--- src/rtl/vga_vtiming_if.sv ---
`default_nettype none
// ============================================================================
//  Module      : vga_vtiming_if
//  Description : Control and timing-output bundle for the vertical timing stage.
//  Revision    : 1.0 - initial release
// ============================================================================
interface vga_vtiming_if #(
    parameter int CNT_BIT = 10
);
    logic               i_sclr;
    logic               i_px_clk;
    logic               o_vga_vsync;
    logic               o_de;
    logic [CNT_BIT-1:0] o_x;
    logic [CNT_BIT-1:0] o_y;
    logic               o_line_end;
    logic               o_frame_start;

    modport master (
        output i_sclr,
        output i_px_clk,
        input  o_vga_vsync,
        input  o_de,
        input  o_x,
        input  o_y,
        input  o_line_end,
        input  o_frame_start
    );

    modport slave (
        input  i_sclr,
        input  i_px_clk,
        output o_vga_vsync,
        output o_de,
        output o_x,
        output o_y,
        output o_line_end,
        output o_frame_start
    );
endinterface
`default_nettype wire

--- src/rtl/vga_vtiming.sv ---
`default_nettype none
// ============================================================================
//  Module      : vga_vtiming
//  Description : Horizontal/vertical counters running in lockstep with the
//                hsync generator; decodes vsync, data-enable and coordinates.
//  Revision    : 1.0 - initial release
// ============================================================================
module vga_vtiming #(
    parameter int H_SYNC    = 96,
    parameter int H_BACK    = 48,
    parameter int H_VISIBLE = 640,
    parameter int H_FRONT   = 16,
    parameter int V_SYNC    = 2,
    parameter int V_BACK    = 33,
    parameter int V_VISIBLE = 480,
    parameter int V_FRONT   = 10,
    parameter int CNT_BIT   = 10
) (
    input  wire logic    clk,
    input  wire logic    i_rst,
    vga_vtiming_if.slave bus
);

    localparam logic [CNT_BIT-1:0] c_H_LAST      = CNT_BIT'(H_SYNC + H_BACK + H_VISIBLE + H_FRONT - 1);
    localparam logic [CNT_BIT-1:0] c_V_LAST      = CNT_BIT'(V_SYNC + V_BACK + V_VISIBLE + V_FRONT - 1);
    localparam logic [CNT_BIT-1:0] c_H_VIS_START = CNT_BIT'(H_SYNC + H_BACK);
    localparam logic [CNT_BIT-1:0] c_H_VIS_END   = CNT_BIT'(H_SYNC + H_BACK + H_VISIBLE);
    localparam logic [CNT_BIT-1:0] c_V_VIS_START = CNT_BIT'(V_SYNC + V_BACK);
    localparam logic [CNT_BIT-1:0] c_V_VIS_END   = CNT_BIT'(V_SYNC + V_BACK + V_VISIBLE);
    localparam logic [CNT_BIT-1:0] c_V_SYNC      = CNT_BIT'(V_SYNC);

    logic [CNT_BIT-1:0] r_h_cnt;
    logic [CNT_BIT-1:0] r_v_cnt;
    logic               r_frame_start;

    logic               w_h_wrap;
    logic               w_v_wrap;
    logic               w_h_vis;
    logic               w_v_vis;
    logic               w_de;

    // ">=" rather than "==" so an out-of-range count recovers to 0 on the next step
    assign w_h_wrap = (r_h_cnt >= c_H_LAST);
    assign w_v_wrap = (r_v_cnt >= c_V_LAST);

    always_ff @(posedge clk or posedge i_rst) begin
        if (i_rst) begin
            r_h_cnt       <= '0;
            r_v_cnt       <= '0;
            r_frame_start <= 1'b0;
        end else if (bus.i_sclr) begin
            r_h_cnt       <= '0;
            r_v_cnt       <= '0;
            r_frame_start <= 1'b0;
        end else begin
            r_frame_start <= 1'b0;
            if (bus.i_px_clk) begin
                r_frame_start <= w_h_wrap && w_v_wrap;
                if (w_h_wrap) begin
                    r_h_cnt <= '0;
                    r_v_cnt <= w_v_wrap ? '0 : r_v_cnt + 1'b1;
                end else begin
                    r_h_cnt <= r_h_cnt + 1'b1;
                end
            end
        end
    end

    assign w_h_vis = (r_h_cnt >= c_H_VIS_START) && (r_h_cnt < c_H_VIS_END);
    assign w_v_vis = (r_v_cnt >= c_V_VIS_START) && (r_v_cnt < c_V_VIS_END);
    assign w_de    = w_h_vis && w_v_vis;

    // Pure decode from the counters keeps vsync aligned with the hsync generator
    assign bus.o_vga_vsync   = (r_v_cnt < c_V_SYNC);
    assign bus.o_de          = w_de;
    assign bus.o_x           = w_de ? (r_h_cnt - c_H_VIS_START) : '0;
    assign bus.o_y           = w_de ? (r_v_cnt - c_V_VIS_START) : '0;
    assign bus.o_line_end    = bus.i_px_clk && (r_h_cnt == c_H_LAST);
    assign bus.o_frame_start = r_frame_start;

endmodule
`default_nettype wire

--- src/flat_wrapper.sv ---
// flat-port wrapper written by rule: the top's interface ports become plain ports
module vga_vtiming_flat 
#(
    parameter int H_SYNC    = 96,
    parameter int H_BACK    = 48,
    parameter int H_VISIBLE = 640,
    parameter int H_FRONT   = 16,
    parameter int V_SYNC    = 2,
    parameter int V_BACK    = 33,
    parameter int V_VISIBLE = 480,
    parameter int V_FRONT   = 10,
    parameter int CNT_BIT   = 10
)
  (clk, i_rst, bus_i_sclr, bus_i_px_clk, bus_o_vga_vsync, bus_o_de, bus_o_x, bus_o_y, bus_o_line_end, bus_o_frame_start);
  vga_vtiming_if #(.CNT_BIT(CNT_BIT)) bus_i ();
  input  wire logic clk;
  input  wire logic i_rst;
  input wire logic [$bits(bus_i.i_sclr)-1:0] bus_i_sclr;
  input wire logic [$bits(bus_i.i_px_clk)-1:0] bus_i_px_clk;
  output wire logic [$bits(bus_i.o_vga_vsync)-1:0] bus_o_vga_vsync;
  output wire logic [$bits(bus_i.o_de)-1:0] bus_o_de;
  output wire logic [$bits(bus_i.o_x)-1:0] bus_o_x;
  output wire logic [$bits(bus_i.o_y)-1:0] bus_o_y;
  output wire logic [$bits(bus_i.o_line_end)-1:0] bus_o_line_end;
  output wire logic [$bits(bus_i.o_frame_start)-1:0] bus_o_frame_start;
  assign bus_i.i_sclr = bus_i_sclr;
  assign bus_i.i_px_clk = bus_i_px_clk;
  assign bus_o_vga_vsync = bus_i.o_vga_vsync;
  assign bus_o_de = bus_i.o_de;
  assign bus_o_x = bus_i.o_x;
  assign bus_o_y = bus_i.o_y;
  assign bus_o_line_end = bus_i.o_line_end;
  assign bus_o_frame_start = bus_i.o_frame_start;
  vga_vtiming #(.H_SYNC(H_SYNC), .H_BACK(H_BACK), .H_VISIBLE(H_VISIBLE), .H_FRONT(H_FRONT), .V_SYNC(V_SYNC), .V_BACK(V_BACK), .V_VISIBLE(V_VISIBLE), .V_FRONT(V_FRONT), .CNT_BIT(CNT_BIT)) u_core (.clk(clk), .i_rst(i_rst), .bus(bus_i));
endmodule
--- config.mk ---
export PLATFORM = sky130hd
export DESIGN_NAME = vga_vtiming_flat
export DESIGN_NICKNAME = d
export VERILOG_FILES = /design/src/rtl/vga_vtiming_if.sv /design/src/rtl/vga_vtiming.sv /design/src/flat_wrapper.sv
export SDC_FILE = /design/constraint.sdc
export NUM_CORES = 1
export LEC_CHECK = 0
export CORE_AREA = 4 4 65 67
export DETAILED_ROUTE_END_ITERATION = 8
export DIE_AREA = 0 0 69 71
export HOLD_SLACK_MARGIN = 0.02
export PLACE_DENSITY_LB_ADDON = 0.08
export SYNTH_ARGS = -nofsm -noshare
export SYNTH_HDL_FRONTEND = slang
export SYNTH_SLANG_ARGS = --single-unit
--- constraint.sdc ---
create_clock -name clk -period 2.5 [get_ports clk]
set_clock_uncertainty 0.15 [all_clocks]
set_input_delay 0.25 -clock clk [delete_from_list [all_inputs] [get_ports clk]]
set_output_delay 0.25 -clock clk [all_outputs]
set_load 0.02 [all_outputs]
==> flow_summary.yaml <==
floorplanning:
  fp.dieH_um: 71
  core_area_mm2: 0.00363
  initial_core_util_pct: 44.9
  die_area_mm2: 0.00490
  core.rowCount: 22
  num_io_pins: 28
  die_width_um: 69
sta:
  rsz0062_at_grt: "true"
  holdWs_ps: 286
  clock.fmax_mhz: 361
  finalSetupTns_ps: -4890
  fin_crit_ps: 2770
  worstMarginPinSlew_ps: 817
  slew_viol_final: 0
  relSlewSlack_pct: 45.5
  min_period_over_period_pct: 111
  setup_slack_ps: -272
  finalHoldViolCount: 0
  finalSetupViolations: 21
synth:
  synthesis.nets: 205
  yosys_warnings: 0
  ys_seq_elements: 21
  synth_edf_count: 0
  synthArstFlopShare_pct: 100
  synth_ff_type: "dfrtp_1"
  synth.distinct_cells: 44
  netlist_area_mm2: 0.00163
  synthCells: 194
  syn_avg_cell_area_um2: 8.40
  ys_seq_area_share_pct: 32.2
power:
  power_switching_share_pct: 32.8
  p_clk_share_pct: 26.9
  power_switching_mw: 0.285
  power_density_mw_per_mm2: 375
  p_total_mw: 0.871
  seq_power_share_pct: 42.3
  p_int_mw: 0.586
  peakVddDrop_v: 0.000218
  p_comb_share_pct: 30.8
  leakagePower_nw: 1.09
clocking:
  cts_setup_buffers: 0
  cts_buffers: 3
  h-tree-depth: 1
  clk_pin_slew_ps: 80
  cts_hold_buf: 0
  tritoncts: "built"
  cts_sinks: 21
  clock_path_buffers: 2
  clock-root-buffer: "clkbuf_8"
  clk_latency_ps: 260
global_routing:
  grt_max_degree: 22
  grt_pass1_vias: 1574
  grt_pass1_wl_mm: 7.42
  grt_overflow_total: 0
  grt_use_total_pct: 18.4
  antenna_found_initial: 0
route:
  met2_length_mm: 2.05
  num_vias: 1625
  drc: 0
  first_pass_iters: 4
  wl_met1_mm: 2.29
  wl_met3_um: 206
  wl_per_cell_um: 15.4
  drtAntennaViolNets: 0
  routed_wl_mm: 4.58
  routed.top_layer: "met4"
  viasPerCell: 5.45
  drt_iter0_drc: 71
final_layout:
  drive_gt1_share_pct: 36.4
  finalNetCount: 262
  diodes: 0
  syn2layout_area_growth_pct: 42.5
min_path:
  hold_path_class: "in -> async"
worst_setup_path:
  cp_max_fo: 10
  regToRegEndpoint: "u_core.r_v_cnt[8]"
  arrival_ps: 2370
  critical_path_class: "reg -> out"
  ff2ff_path_depth: 5
  reg2reg_slack_ps: 150
  reg2reg_from: "u_core.r_v_cnt[5]"
  crit_path_start_kind: "flop"
  worstSetupEndpointType: "output port"
  cp_data_required_time_ps: 2100
placed_design:
  place.gp.congestion: 0.940
  dp_hpwl_mm: 3.47
  port_buffers: 27
status:
  status: "finished with violations"
  violations: "negative setup slack"
run:
  cap_violations: 0
## cells in the final DEF (no fill, tap or decap), types with 6 or more instances in the layout
| cell | Yosys | final |
|---|---|---|
| a21oi_1 | 10 | 10 |
| a22o_1 | 6 | 6 |
| buf_4 | 0 | 59 |
| dfrtp_1 | 21 | 21 |
| ha_1 | 7 | 7 |
| inv_1 | 10 | 10 |
| nand2_1 | 6 | 6 |
| nor2_1 | 13 | 13 |
| nor2b_1 | 7 | 7 |
| nor3_2 | 0 | 14 |
| o21ai_0 | 9 | 9 |
| or3_1 | 6 | 6 |
| xnor2_1 | 11 | 11 |
## worst max-delay path, cell delays in order (launching register included)
cell       delay (ps)
dfrtp_1           380
or4_4             540
o31a_1            290
a311o_2           380
clkbuf_16         200
nor3_2            150
buf_4             160
## worst max-delay path by stage
stage,startpoint,end,cells after the start
2_1_floorplan,u_core.r_v_cnt[5],bus_o_x[2],6
3_3_place_gp,u_core.r_v_cnt[5],bus_o_x[2],6
3_5_place_dp,u_core.r_v_cnt[5],bus_o_x[2],6
4_1_cts,u_core.r_v_cnt[5],bus_o_y[4],6
5_1_grt,u_core.r_v_cnt[5],bus_o_x[8],5
6_report,u_core.r_v_cnt[5],bus_o_y[3],6
## sequential cells by signal, summed over array words and instances, names as in the netlist
| name | cells |
|---|---|
| u_core.r_h_cnt | 10 |
| u_core.r_v_cnt | 10 |
| u_core.bus.o_frame_start | 1 |
## cell usage after synthesis, drive strengths merged, types with 2 or more instances
| master | n | area, µm² |
|---|---|---|
| xor2 | 5 | 43.8 |
| nor2 | 13 | 48.8 |
| or3 | 6 | 37.5 |
| a22o | 6 | 52.6 |
| nand3 | 4 | 20.0 |
| nand2b | 4 | 25.0 |
| o21bai | 2 | 15.0 |
| xnor2 | 11 | 96.3 |
| nor4 | 3 | 33.8 |
| nor3b | 3 | 22.5 |
| buf | 4 | 32.5 |
| a21oi | 10 | 50.1 |
| inv | 10 | 37.5 |
| clkbuf | 13 | 48.8 |
| or2 | 2 | 12.5 |
| nand4 | 4 | 25.0 |
| nor3 | 20 | 100 |
| ha | 7 | 87.6 |
| o21ai | 9 | 45.0 |
| nor2b | 7 | 43.8 |
| dfrtp | 21 | 526 |
| and3 | 5 | 31.3 |
| nand2 | 6 | 22.5 |
## final cells by class
cell class              count  area (µm²)
clock buffers               4        45.0
fillers                   336        1310
inverters                  10        37.5
multi-input cells         146        1090
flip-flops and latches     21         526
well taps                  48        60.1
repair buffers             69         566
## metrics by stage
| step | worst slack [ps] | util (%) | area [µm²] | instances |
|---|---|---|---|---|
| floorplan | -191 | - | 1660 | 194 |
| finish | -272 | 63.9 | 2320 | 298 |
| global placement | -392 | 61.6 | 2240 | 293 |
| global route | -334 | 63.9 | 2320 | 298 |
| CTS | -255 | 61.9 | 2250 | 297 |
| detailed placement | -434 | 61.6 | 2240 | 293 |
## power groups by stage
stage | logic, mW | clock network (mW) | registers, mW
2_1_floorplan | 0.160 | 0 | 0.382
3_3_place_gp | 0.260 | 0 | 0.373
3_5_place_dp | 0.265 | 0 | 0.375
4_1_cts | 0.262 | 0.236 | 0.368
5_1_grt | 0.294 | 0.246 | 0.371
6_report | 0.269 | 0.234 | 0.368
## routing by layer
layer  GRT usage, %  up-vias
li1               -      803
met1           26.2      774
met2           29.2       43
met3           2.84        5
met4           4.34        0
met5              0        -
## logic make-up after synthesis
| logic type | share of synthesized area [%] |
|---|---|
| AO/OA/AOI/OAI | 17.3 |
| buffers and inverters | 7.29 |
| adder cells (fa/ha/maj) | 5.37 |
| XOR/XNOR | 8.60 |
| flip-flops | 32.2 |
| multiplexers | 0.614 |
| AND/OR/NAND/NOR | 28.6 |
## what timing repair did
action	CTS	global route
gates cloned	0	1
pin swaps	0	0
hold endpoints to repair	0	0
setup endpoints to repair	22	22
gates resized for setup	122	14
No activity file was read; power rests on OpenSTA's default activity.
